File: src/rtl/uart_rx_fifo_if.sv
// ---------------------------------------------------------------------------
// uart_rx_fifo_if
// Bundles the receive-side signals of uart_rx_fifo:
//   - receiver write strobe (rx_data / rx_valid)
//   - consumer first-word-fall-through read port (rd_data / rd_valid / rd_ready)
//   - status and overflow reporting (count, full, overrun, overrun_clr, drop_count)
// Modports:
//   slave  : the FIFO itself (drives read data and status)
//   master : whatever surrounds the FIFO (receiver + consumer + status reader)
// ---------------------------------------------------------------------------
interface uart_rx_fifo_if #(
  parameter int DATA_WIDTH = 8,
  parameter int DEPTH      = 16
);

  localparam int CW = $clog2(DEPTH) + 1;

  logic [DATA_WIDTH-1:0] rx_data;
  logic                  rx_valid;
  logic [DATA_WIDTH-1:0] rd_data;
  logic                  rd_valid;
  logic                  rd_ready;
  logic [CW-1:0]         count;
  logic                  full;
  logic                  overrun;
  logic                  overrun_clr;
  logic [7:0]            drop_count;

  modport slave (
    input  rx_data,
    input  rx_valid,
    input  rd_ready,
    input  overrun_clr,
    output rd_data,
    output rd_valid,
    output count,
    output full,
    output overrun,
    output drop_count
  );

  modport master (
    output rx_data,
    output rx_valid,
    output rd_ready,
    output overrun_clr,
    input  rd_data,
    input  rd_valid,
    input  count,
    input  full,
    input  overrun,
    input  drop_count
  );

endinterface

File: src/rtl/uart_rx_fifo.sv
// ---------------------------------------------------------------------------
// uart_rx_fifo
// Receive buffer sitting directly behind a UART receiver. Every byte offered
// with the single-cycle rx_valid strobe is written into a circular FIFO and
// presented to the consumer on a first-word-fall-through valid/ready port.
// The receiver cannot be back-pressured, so bytes that arrive while the FIFO
// is full (and nothing is popped that cycle) are dropped and accounted for.
//
// Ports:
//   clock  : system clock, everything on the rising edge
//   reset  : asynchronous, active-low reset
//   bus    : uart_rx_fifo_if.slave
//            rx_data/rx_valid          write side from the receiver
//            rd_data/rd_valid/rd_ready FWFT read side to the consumer
//            count/full                fill level (0..DEPTH) and full flag
//            overrun/drop_count        sticky loss flag, saturating loss count
//            overrun_clr               clears overrun and drop_count
// ---------------------------------------------------------------------------
module uart_rx_fifo #(
  parameter int DATA_WIDTH = 8,
  parameter int DEPTH      = 16
) (
  input logic           clock,
  input logic           reset,
  uart_rx_fifo_if.slave bus
);

  localparam int AW = $clog2(DEPTH);
  localparam int CW = AW + 1;

  localparam logic [CW-1:0] COUNT_MAX = CW'(DEPTH);
  localparam logic [7:0]    DROP_MAX  = 8'hFF;

  // Storage is deliberately not reset; only pointers and flags are.
  logic [DATA_WIDTH-1:0] mem [DEPTH];

  logic [AW-1:0] wr_ptr;
  logic [AW-1:0] rd_ptr;
  logic [CW-1:0] count_q;
  logic [CW-1:0] count_d;
  logic          rd_valid_q;
  logic          full_q;
  logic          overrun_q;
  logic [7:0]    drop_q;

  logic pop;
  logic push;
  logic drop;

  // A pop while full frees the slot the incoming byte needs, so the write
  // is still accepted in that case. rd_ready on an empty FIFO is ignored,
  // and since rd_valid is registered a byte arriving into an empty FIFO
  // can never be popped in the same cycle.
  always_comb begin
    pop     = rd_valid_q & bus.rd_ready;
    push    = bus.rx_valid & (~full_q | pop);
    drop    = bus.rx_valid & full_q & ~pop;
    count_d = count_q;
    case ({push, pop})
      2'b10:   count_d = count_q + CW'(1);
      2'b01:   count_d = count_q - CW'(1);
      default: count_d = count_q;
    endcase
  end

  // Pointers, fill count and the registered valid/full flags. The flags are
  // computed from the next count so they line up with count every cycle.
  always_ff @(posedge clock or negedge reset) begin
    if (!reset) begin
      wr_ptr     <= '0;
      rd_ptr     <= '0;
      count_q    <= '0;
      rd_valid_q <= 1'b0;
      full_q     <= 1'b0;
    end else begin
      if (push) begin
        wr_ptr <= wr_ptr + AW'(1);
      end
      if (pop) begin
        rd_ptr <= rd_ptr + AW'(1);
      end
      count_q    <= count_d;
      rd_valid_q <= (count_d != '0);
      full_q     <= (count_d == COUNT_MAX);
    end
  end

  // Storage write. When full and popping, wr_ptr equals rd_ptr; the old head
  // is consumed this cycle, so overwriting it at the edge is safe.
  always_ff @(posedge clock) begin
    if (push) begin
      mem[wr_ptr] <= bus.rx_data;
    end
  end

  // Overflow bookkeeping. A drop in the same cycle as a clear wins, leaving
  // overrun set and exactly one byte counted.
  always_ff @(posedge clock or negedge reset) begin
    if (!reset) begin
      overrun_q <= 1'b0;
      drop_q    <= '0;
    end else begin
      if (drop) begin
        overrun_q <= 1'b1;
        if (bus.overrun_clr) begin
          drop_q <= 8'd1;
        end else if (drop_q != DROP_MAX) begin
          drop_q <= drop_q + 8'd1;
        end
      end else if (bus.overrun_clr) begin
        overrun_q <= 1'b0;
        drop_q    <= '0;
      end
    end
  end

  // First-word-fall-through: the head entry is always visible on rd_data.
  assign bus.rd_data    = mem[rd_ptr];
  assign bus.rd_valid   = rd_valid_q;
  assign bus.count      = count_q;
  assign bus.full       = full_q;
  assign bus.overrun    = overrun_q;
  assign bus.drop_count = drop_q;

  // Structural invariants of the circular buffer.
  a_count_bound : assert property (@(posedge clock) disable iff (!reset)
    count_q <= COUNT_MAX);

  a_valid_matches_count : assert property (@(posedge clock) disable iff (!reset)
    rd_valid_q == (count_q != '0));

  a_full_matches_count : assert property (@(posedge clock) disable iff (!reset)
    full_q == (count_q == COUNT_MAX));

  a_ptr_distance : assert property (@(posedge clock) disable iff (!reset)
    (wr_ptr - rd_ptr) == count_q[AW-1:0]);

  a_head_stable : assert property (@(posedge clock) disable iff (!reset)
    (rd_valid_q && !bus.rd_ready) |=> $stable(bus.rd_data));

endmodule

File: src/flat_wrapper.sv
// flat-port wrapper written by rule: the top's interface ports become plain ports
module uart_rx_fifo_flat 
#(
  parameter int DATA_WIDTH = 8,
  parameter int DEPTH      = 16
)
  (clock, reset, bus_rx_data, bus_rx_valid, bus_rd_ready, bus_overrun_clr, bus_rd_data, bus_rd_valid, bus_count, bus_full, bus_overrun, bus_drop_count);
  uart_rx_fifo_if #(.DATA_WIDTH(DATA_WIDTH), .DEPTH(DEPTH)) bus_i ();
  input logic clock;
  input logic reset;
  input wire logic [$bits(bus_i.rx_data)-1:0] bus_rx_data;
  input wire logic [$bits(bus_i.rx_valid)-1:0] bus_rx_valid;
  input wire logic [$bits(bus_i.rd_ready)-1:0] bus_rd_ready;
  input wire logic [$bits(bus_i.overrun_clr)-1:0] bus_overrun_clr;
  output wire logic [$bits(bus_i.rd_data)-1:0] bus_rd_data;
  output wire logic [$bits(bus_i.rd_valid)-1:0] bus_rd_valid;
  output wire logic [$bits(bus_i.count)-1:0] bus_count;
  output wire logic [$bits(bus_i.full)-1:0] bus_full;
  output wire logic [$bits(bus_i.overrun)-1:0] bus_overrun;
  output wire logic [$bits(bus_i.drop_count)-1:0] bus_drop_count;
  assign bus_i.rx_data = bus_rx_data;
  assign bus_i.rx_valid = bus_rx_valid;
  assign bus_i.rd_ready = bus_rd_ready;
  assign bus_i.overrun_clr = bus_overrun_clr;
  assign bus_rd_data = bus_i.rd_data;
  assign bus_rd_valid = bus_i.rd_valid;
  assign bus_count = bus_i.count;
  assign bus_full = bus_i.full;
  assign bus_overrun = bus_i.overrun;
  assign bus_drop_count = bus_i.drop_count;
  uart_rx_fifo #(.DATA_WIDTH(DATA_WIDTH), .DEPTH(DEPTH)) u_core (.clock(clock), .reset(reset), .bus(bus_i));
endmodule
File: config.mk
export PLATFORM = sky130hd
export DESIGN_NAME = uart_rx_fifo_flat
export DESIGN_NICKNAME = d
export VERILOG_FILES = /design/src/rtl/uart_rx_fifo_if.sv /design/src/rtl/uart_rx_fifo.sv /design/src/flat_wrapper.sv
export SDC_FILE = /design/constraint.sdc
export NUM_CORES = 1
export LEC_CHECK = 0
export ABC_AREA = 1
export CAP_MARGIN = 10
export CORE_ASPECT_RATIO = 0.6
export CORE_MARGIN = 2
export CORE_UTILIZATION = 38
export DETAILED_ROUTE_END_ITERATION = 10
export GPL_TIMING_DRIVEN = 0
export MAX_ROUTING_LAYER = met4
export PLACE_DENSITY = 0.58
export SLEW_MARGIN = 40
export SYNTH_ARGS = -nofsm -noshare
export SYNTH_HDL_FRONTEND = slang
export SYNTH_SLANG_ARGS = --single-unit
export TNS_END_PERCENT = 10
File: constraint.sdc
create_clock -name clock -period 4.1 [get_ports clock]
set_input_delay 0.41 -clock clock [delete_from_list [all_inputs] [get_ports clock]]
set_output_delay 0.41 -clock clock [all_outputs]
set_load 0.01 [all_outputs]
==> metrics.txt, run 1 <==
GR peak layer=met1; Final nets=643; area growth from synthesis to layout=19.26%; worst skew pair latency=0.42 ns; IO Pins=37; Core Area=16440 µm²; Int Pwr=3.520 mW; largest net degree at the start of global routing=25; slowest stage delay, CP=slightly below 0.7 ns; layout cells sized above 1=10.25%; crit path buf inv count=3; Hold Buf Count CTS=1; fin. max-slew vios=0; Root Driver=clkbuf_16; RSZ-0062 raised after global routing=no; Mapped Area=6485 µm²; Syn Inst Count=565; M1 GR Usage=29.95%; clock sinks=152; fmax=306.9 MHz; status=finished clean; number of global-route vias before repair=4105; max_slew headroom=roughly 44%; fill count=1491; Hold Crit Class=in -> reg; register area=4444 µm²; CP max FO=10; IO buf count=36; Detailed Route WL=17300 µm; Synth Warn #=0; Startpoint Class=flip-flop; met3 usage=5.932%; fin util=a little under half; post_cts resized=0; max_cap viols=0; Synth Register Bits=152; gr usage total=around a fifth; first-pass GRT wire length=25210 µm; EDFF count, synth=128; post-route ant nets=0; Crit Path Class=reg -> out; clock-pin slew on the worst setup and hold paths=0.07 ns; CTS buffer count=17; Crit-path slowest cell=o21ai_0; postcts setup bufs=0; via-per-instance ratio=5.308; LEAKAGE=2.793 nW; Max Clock Skew=0.01043 ns; Rows=36; CTS tree=yes; DRT iter0 DRCs=542; Max IR drop VDD=approximately 430 µV; CTS Buffer Depth=2; FFs w/ async S/R, synth=15.79%; DR DRC count=0; Setup TNS Final=0 ns; Flop pwr share=a little over a third; syn nets=587; Avg WL per Cell=20.05 µm; crit end category=output pin; die area=18160 µm²; area taken by multi-input logic gates=1789 µm²; M2 GR Usage=24.84%; sw frac=38.58%; syn_area_per_cell=between 10 and 15 µm²; Worst Path Required=3.69 ns; dominant synthesized flop cell=edfxtp_1; sequential area share after synthesis=between 60% and 70%; initial antenna violation count=1; Pre-antenna DRT Iters=5; Least-Margin Pin Slew=0.8437 ns; dpl hpwl=roughly 12000 µm; Yosys cell types=29; GR Overflow Total=0; crit-path leading delay family=compound AO/OA/AOI/OAI gates; Comb power frac=37.2%; endpoints failing hold=0; worst-path cell chain=buf_6 > clkbuf_1 > o21ai_0 > o211ai_1 > nand3_1 > nand2_1 > clkdlybuf4s50_1; Final period util=79.49%; H-Tree Depth=4; final setup fails=0; Worst EP arrival=2.85 ns; pwr dens=740.9 nW/µm²; DIE WIDTH=between 150 and 200 µm; Die Y=105.2 µm; Clock power frac=approximately 28%; Vias=4581; Starting Density=39.44%; Final Wtd Congestion=0.8805; crit path time final=3.259 ns; P_sw=around 2.2 mW
-- power groups by stage --
stage	Combinational, mW	Sequential (mW)	Clock, mW
3_5_place_dp	2.07	2.03	0
5_1_grt	2.31	2.02	1.66
3_3_place_gp	2.06	2.03	0
6_report	2.13	2.00	1.60
4_1_cts	2.09	2.00	1.59
2_1_floorplan	1.21	2.01	0
-- logic make-up after synthesis --
logic type	count (synthesis)	synth area share, %
DFF	152	68.53
and+or+nand+nor	226	14.26
xor gates and xnor gates	8	1.080
AOI/OAI and AO/OA	114	10.36
adders and majority gates	9	1.736
buffers and inverters	56	4.032
-- cell usage in the layout, fill, tap and decap left out, types with 5 or more instances in the layout --
| cell type | synthesis | layout |
|---|---|---|
| dfrtp_1 | 24 | 24 |
| ha_1 | 9 | 9 |
| clkbuf_1 | 10 | 11 |
| clkbuf_16 | 0 | 17 |
| o211ai_1 | 33 | 33 |
| o21ai_0 | 68 | 68 |
| nor2_1 | 114 | 110 |
| inv_6 | 0 | 5 |
| nand3_1 | 25 | 25 |
| clkdlybuf4s50_1 | 0 | 34 |
| xor2_1 | 7 | 7 |
| nand2_1 | 71 | 71 |
| nor2_2 | 7 | 11 |
| o21ai_1 | 9 | 9 |
| edfxtp_1 | 128 | 128 |
| buf_2 | 8 | 10 |
| inv_1 | 28 | 28 |
-- worst reg2reg max path, stage by stage (launching register included) --
cell	delay, ns
dfrtp_1	0.38
nand2_1	0.20
inv_1	0.16
o21ai_2	0.23
ha_1	0.32
nor2_1	0.08
nor2_1	0.14
ha_1	0.24
nand2_1	0.06
nand2_1	0.05
or2_0	0.21
nor2_1	0.15
inv_1	0.05
nor2_1	0.09
nand2_1	0.05
-- per-layer routing --
metal,share of wire (%),vias to the layer above
met3,11,18
met4,0.92,0
li1,-,2105
met1,48,2259
met5,0,-
met2,40,199
-- worst paths after layout --
check | cells past startpoint | slack, ns | from | to
setup / recovery | 7 | 0.84 | u_core.rd_ptr[0] | bus_rd_data[2]
hold / removal | 1 | 0.47 | bus_rx_data[2] | u_core.mem[14][2]
setup reg to reg | 14 | 1.56 | u_core.bus.rd_valid | u_core.bus.rd_valid
hold reg to reg | 2 | 0.49 | u_core.bus.overrun | u_core.bus.overrun
max in group asynchronous | 2 | 3.20 | reset | u_core.bus.overrun
min in group asynchronous | 2 | 0.52 | reset | u_core.bus.drop_count[5]
-- cell usage after synthesis (2+ instances only) --
cell type  count  area, µm²
buf_2          8      40.04
buf_4          3      22.52
buf_6          4      45.04
clkbuf_1      10      37.54
clkinv_1       2      7.510
dfrtp_1       24      600.6
edfxtp_1     128       3844
ha_1           9      112.6
inv_1         28      105.1
nand2_1       71      266.5
nand3_1       25      125.1
nand4_1        4      25.02
nor2_1       114      427.9
nor2_2         7      43.79
o211ai_1      33      247.7
o21ai_0       68      340.3
o21ai_1        9      45.04
xor2_1         7      61.31
-- stage by stage --
stage / setup slack [ns] / hold slack, ns / area [µm²] / power, mW / std cells
floorplan: 1.852 / 0.1144 / 6485 / 3.220 / 565
global placement: 1.110 / 0.4673 / 7131 / 4.083 / 829
detailed placement: 1.073 / 0.4380 / 7128 / 4.105 / 829
CTS: 0.8787 / 0.4897 / 7729 / 5.682 / 862
global route: 0.7260 / 0.4836 / 7734 / 5.986 / 863
finish: 0.8411 / 0.4657 / 7734 / 5.730 / 863
-- area by class of cell --
class / instances / share of cell area, %
antenna: 1 / 0.03236
buffer: 25 / 1.877
clock inverter: 14 / 2.087
timing repair buffer: 37 / 4.659
clock buffer: 18 / 5.549
sequential: 152 / 57.47
inverter: 31 / 1.505
multi-input combinational: 357 / 23.14
tap: 228 / 3.689
-- registers in the layout, summed over array words and instances (netlist names) --
register	flops
u_core.mem	128
u_core.bus.drop_count	8
u_core.bus.count	5
u_core.rd_ptr	4
u_core.wr_ptr	4
u_core.bus.full	1
u_core.bus.overrun	1
u_core.bus.rd_valid	1
Note: power is estimated with default switching activity, not from simulation.
==> run 2, diff against run 1 <==
PLACE_DENSITY = 0.6   (was 0.58)
clock period = 2.7 ns   (was 4.1 ns; I/O delays follow)
==> run 2 against run 1 <==
Net effect:
- the flow now finishes with violations (negative setup slack)
- clock skew fell by 0.0013 ns
- non-clock buffer count did not move
- critical endpoint is now bus_rd_data[6]
- sequential power rose by 53%
- clock-buffer cell count fell by 1
- highest routed layer unchanged
==> metrics.txt, run 2 (synthesis gave the netlist of run 1 again) <==
status=complete, but fails checks; failing checks=negative setup slack; pwr dens=roughly 1100 nW/µm²; Hold Crit Class=in -> async; Final Wtd Congestion=approximately 0.89; DRT iter0 DRCs=between 400 and 500; reg2reg setup slack=0.20 ns; Max Clock Skew=a little over 0.009 ns; Pre-antenna DRT Iters=4; number of global-route vias before repair=4391; dpl hpwl=12120 µm; layout cells sized above 1=between 10% and 20%; slowest stage delay, CP=0.55 ns; IO buf count=36; RSZ-0062 raised after global routing=yes; fmax=350.9 MHz; Reg2Reg Depth=14; commonest non-fill, non-tap cell in the layout=edfxtp_1; LEAKAGE=~2.9 nW; Finished Cell Area=between 7000 and 8000 µm²; Rows=36; final setup fails=2; via-per-instance ratio=around 5.3; clock-pin slew on the worst setup and hold paths=0.07 ns; Starting Density=about two fifths; R2R Path Start=u_core.bus.rd_valid; post-route ant nets=0; initial antenna violation count=0; Die Y=105.2 µm; Avg WL per Cell=20.32 µm; DIE WIDTH=roughly 170 µm; crit path time final=between 2 and 3 ns; n_diodes=0; Detailed Route WL=17510 µm; die area=around 18000 µm²; Final nets=643; max_cap viols=0; CP max FO=10; worst skew pair latency=0.43 ns; Worst Path Required=2.43 ns; CTS Buffer Depth=2; DR DRC count=0; endpoints failing hold=0; largest net degree at the start of global routing=25; Crit Path Class=reg -> out; area growth from synthesis to layout=20.78%; Worst R2R End=u_core.bus.rd_valid; Largest register FFs=roughly 130; fin. max-slew vios=0; first-pass GRT wire length=26280 µm; CTS buffer count=17; Vias=4530; postcts setup bufs=0; Crit-path slowest cell=clkdlybuf4s50_1; IO Pins=37; area taken by multi-input logic gates=roughly 1800 µm²; total power=8.825 mW; slack of the critical path=-0.1499 ns; GR Overflow Total=0; Worst Hold Slack=0.3851 ns; Final period util=105.6%; Placed Cells=829; Worst EP arrival=2.58 ns; Post-DP Area=7133 µm²; critical path's most frequent cell=buf_6; Startpoint Class=flip-flop; Least-Margin Pin Slew=between 0.8 and 0.9 ns; fin util=47.64%; crit end category=output pin; Place WS=-0.1165 ns; H-Tree Depth=4; Root Driver=clkbuf_16; Max IR drop VDD=469.7 µV; clock sinks=152; gr usage total=20.50%; Non-Filler Instances=between 800 and 900; fill count=around 1500; CTS tree=yes; Core Area=16440 µm²; Most flops, register=u_core.mem; worst-path cell chain=buf_6 > inv_2 > buf_6 > buf_6 > nor2_1 > nor2_1 > o21ai_0 > o211ai_1 > nand3_1 > nand2_1 > clkdlybuf4s50_1; Setup TNS Final=-0.2163 ns; most frequent cells in the layout=128 x edfxtp_1, 103 x nor2_1, 71 x nand2_1; crit path buf inv count=5; crit-path leading delay family=buffers and inverters; max_slew headroom=approximately 40%; register area=4446 µm²
run 2: worst max-delay path by stage:
stage / start / endpoint / slack [ns] / cells after the start
after detailed placement: bus_rd_ready / u_core.bus.rd_valid / -0.12 / 15
after CTS: u_core.rd_ptr[0] / bus_rd_data[2] / -0.18 / 9
after floorplan: u_core.bus.rd_valid / u_core.bus.rd_valid / 0.45 / 14
final: u_core.rd_ptr[0] / bus_rd_data[6] / -0.15 / 11
after global placement: bus_rd_ready / u_core.bus.rd_valid / -0.12 / 15
after global routing: u_core.rd_ptr[0] / bus_rd_data[6] / -0.27 / 11
run 2: routing by layer:
metal  part of all wire, %  routed length, µm  GRT usage, %  vias to the layer above
met2                    40               6960         26.59                      183
met5                     0                  0             -                        -
met1                    49               8530         30.21                     2235
met3                    11               1857         7.242                       16
li1                      -                  -             -                     2096
met4                  0.94                165         4.843                        0
run 2: final cells by class:
| cell class | count | area share [%] |
|---|---|---|
| buffer | 25 | 2.252 |
| clock buffer | 17 | 5.431 |
| clock inverter | 15 | 2.093 |
| inverter | 31 | 1.486 |
| multi-input combinational | 357 | 23.58 |
| sequential | 152 | 56.76 |
| tap | 228 | 3.642 |
| timing repair buffer | 37 | 4.760 |
run 2: report_power, final:
group | switching [mW] | internal (mW)
combinational | 2.25 | 1.14
clock | 1.01 | 1.38
sequential | 0.177 | 2.87
total | 3.44 | 5.39
run 2: worst register-to-register path: stages (launching register included):
cell	delay (ns)
dfrtp_1	0.38
nand2_1	0.19
inv_1	0.18
o21ai_4	0.22
ha_2	0.27
nor2_1	0.07
nor2_1	0.16
ha_1	0.25
nand2_1	0.07
nand2_1	0.05
or2_0	0.21
nor2_1	0.14
inv_1	0.06
nor2_1	0.10
nand2_1	0.05
run 2: what timing repair did:
action	in CTS	in global routing
gates cloned	0	0
gates resized for setup	32	15
setup endpoints to repair	8	10
hold buffers	1	0
hold endpoints to repair	24	0
pin swaps	2	3
==> run 3, diff against run 2 <==
CTS_CLUSTER_DIAMETER = 150   (was not set)
SLEW_MARGIN = not set   (was 40)
==> run 3 against run 2 <==
Net effect:
- the flow still finishes with violations (negative setup slack)
- combinational power hardly changed
- routed wire length hardly changed
- global-route usage is 0.12 points lower
- sequential cell count stayed put
- die area stayed put
- critical path type unchanged
- critical endpoint unchanged
- highest routed layer unchanged
==> metrics.txt, run 3 (synthesis gave the netlist of run 1 again) <==
P_sw=about 3.4 mW; most frequent cells in the layout=128 x edfxtp_1, 114 x nor2_1, 71 x nand2_1; Worst Hold Slack=between 0.1 and 0.15 ns; CTS buffer count=17; M1 GR Usage=29.66%; met3 usage=between 7 and 8%; pwr dens=1118 nW/µm²; first-pass GRT wire length=about 26000 µm; Setup TNS Final=-0.5946 ns; Avg WL per Cell=20.33 µm; LEAKAGE=between 2 and 3 nW; Rows=36; initial antenna violation count=0; Die Y=around 110 µm; CTS Buffer Depth=2; Max Clock Skew=0.01272 ns; gr usage total=20.38%; failing checks=negative setup slack; H-Tree Depth=4; fmax=344.0 MHz; IO buf count=36; GR Overflow Total=0; endpoints failing hold=0; postcts setup bufs=0; Root Driver=clkbuf_16; Final period util=107.7%; Int Pwr=5.275 mW; Max IR drop VDD=around 490 µV; layout cells sized above 1=11.99%; slack of the critical path=-0.2071 ns; Crit Path Class=reg -> out; Core Area=approximately 16000 µm²; status=complete, but fails checks; crit path time final=2.907 ns; Final Wtd Congestion=0.8884; dpl hpwl=12140 µm; max_slew headroom=33.47%; Detailed Route WL=17520 µm; final setup fails=5; Most flops, register=u_core.mem; Clock power frac=26.5%; number of global-route vias before repair=about 4300; fin. max-slew vios=0; GR peak layer=met1; IO Pins=37; Vias=4585; clock-pin slew on the worst setup and hold paths=0.07 ns; Worst Path Required=2.43 ns; clock sinks=152; RSZ-0062 raised after global routing=yes; largest net degree at the start of global routing=25; M2 GR Usage=a little over a quarter; die area=18160 µm²; Hold Buf Count CTS=0; Pre-antenna DRT Iters=5; n_diodes=0; via-per-instance ratio=5.319; Final nets=643; Comb power frac=38.5%; slowest stage delay, CP=between 0.5 and 0.6 ns; commonest non-fill, non-tap cell in the layout=edfxtp_1; Startpoint Class=flip-flop; Hold Crit Class=in -> async; Largest register FFs=~130; area growth from synthesis to layout=19.91%; worst-path cell chain=buf_6 > inv_2 > buf_6 > buf_2 > nor2_1 > o211ai_1 > nand3_1 > nand2_1 > clkdlybuf4s50_1; CTS tree=yes; Worst EP arrival=2.64 ns; Least-Margin Pin Slew=0.9942 ns; Place WS=-0.1328 ns; DRT iter0 DRCs=534; Crit-path slowest cell=clkdlybuf4s50_1; max_cap viols=0; sw frac=~39%; Flop pwr share=35.0%; crit end category=output pin; critical path's most frequent cell=buf_6; total power=8.694 mW; Starting Density=39.44%; DIE WIDTH=172.7 µm; CP max FO=10; DR DRC count=0; worst skew pair latency=approximately 0.42 ns; post-route ant nets=0
## run 3: changes by cell type in the layout (fill, tap and decap cells not counted), moves of 3 or more
cell / before / now
clkdlybuf4s50_1: 29 / 32
clkinvlp_4: 1 / 4
nor2_1: 103 / 114
nor2_2: 18 / 7
o21ai_0: 52 / 55
o21ai_1: 17 / 13
## run 3: timing repair
item | CTS | global route
pin swaps | 1 | 1
resized for setup | 26 | 12
endpoints found under the setup margin | 8 | 10
## run 3: per-layer routing
metal | part of all wire (%) | vias up | wire length, µm
li1 | - | 2106 | -
met3 | 11 | 15 | 2000
met5 | 0 | - | 0
met4 | 0.84 | 0 | 148
met1 | 48 | 2254 | 8400
met2 | 40 | 210 | 6971
## run 3: final timing paths
kind                            depth (start not counted)  slack (ns)                start                       end
worst max-delay path                                    9       -0.21     u_core.rd_ptr[0]            bus_rd_data[6]
worst min-delay path                                    1        0.14                reset  u_core.bus.drop_count[0]
worst max register to register                         14        0.21  u_core.bus.rd_valid       u_core.bus.rd_valid
worst min register to register                          2        0.49   u_core.bus.overrun        u_core.bus.overrun
max in group asynchronous                               2        2.10                reset          u_core.wr_ptr[3]
min in group clock                                      2        0.49   u_core.bus.overrun        u_core.bus.overrun
## run 3: power by group through the flow
stage,sequential [mW],clock [mW],combinational [mW]
5_1_grt,3.07,2.42,3.64
4_1_cts,3.04,2.32,3.25
2_1_floorplan,3.06,0,1.83
6_report,3.04,2.30,3.35
3_3_place_gp,3.07,0,3.13
3_5_place_dp,3.09,0,3.17
## run 3: stage by stage
step,cell area [µm²],util [%],cells
finish,7776,47.30,862
global route,7776,47.30,862
CTS,7730,47.02,861
detailed placement,7131,43.37,829
global placement,7131,43.37,829
floorplan,6485,-,565
## run 3: final cells by class
cell class / count / area, µm²
fill: 1469 / 8665
sequential: 152 / 4444
multi-input combinational: 357 / 1823
clock buffer: 18 / 429.2
timing repair buffer: 37 / 377.9
tap: 228 / 285.3
buffer: 25 / 162.7
clock inverter: 14 / 137.6
inverter: 31 / 116.4
## run 3: worst max-delay path: cells and delay by family, from the launching register on
family | cells | cell delay (ns)
AOI/OAI and AO/OA | 1 | 0.25
buffers and inverters | 5 | 1.22
DFF | 1 | 0.44
and+or+nand+nor | 3 | 0.30
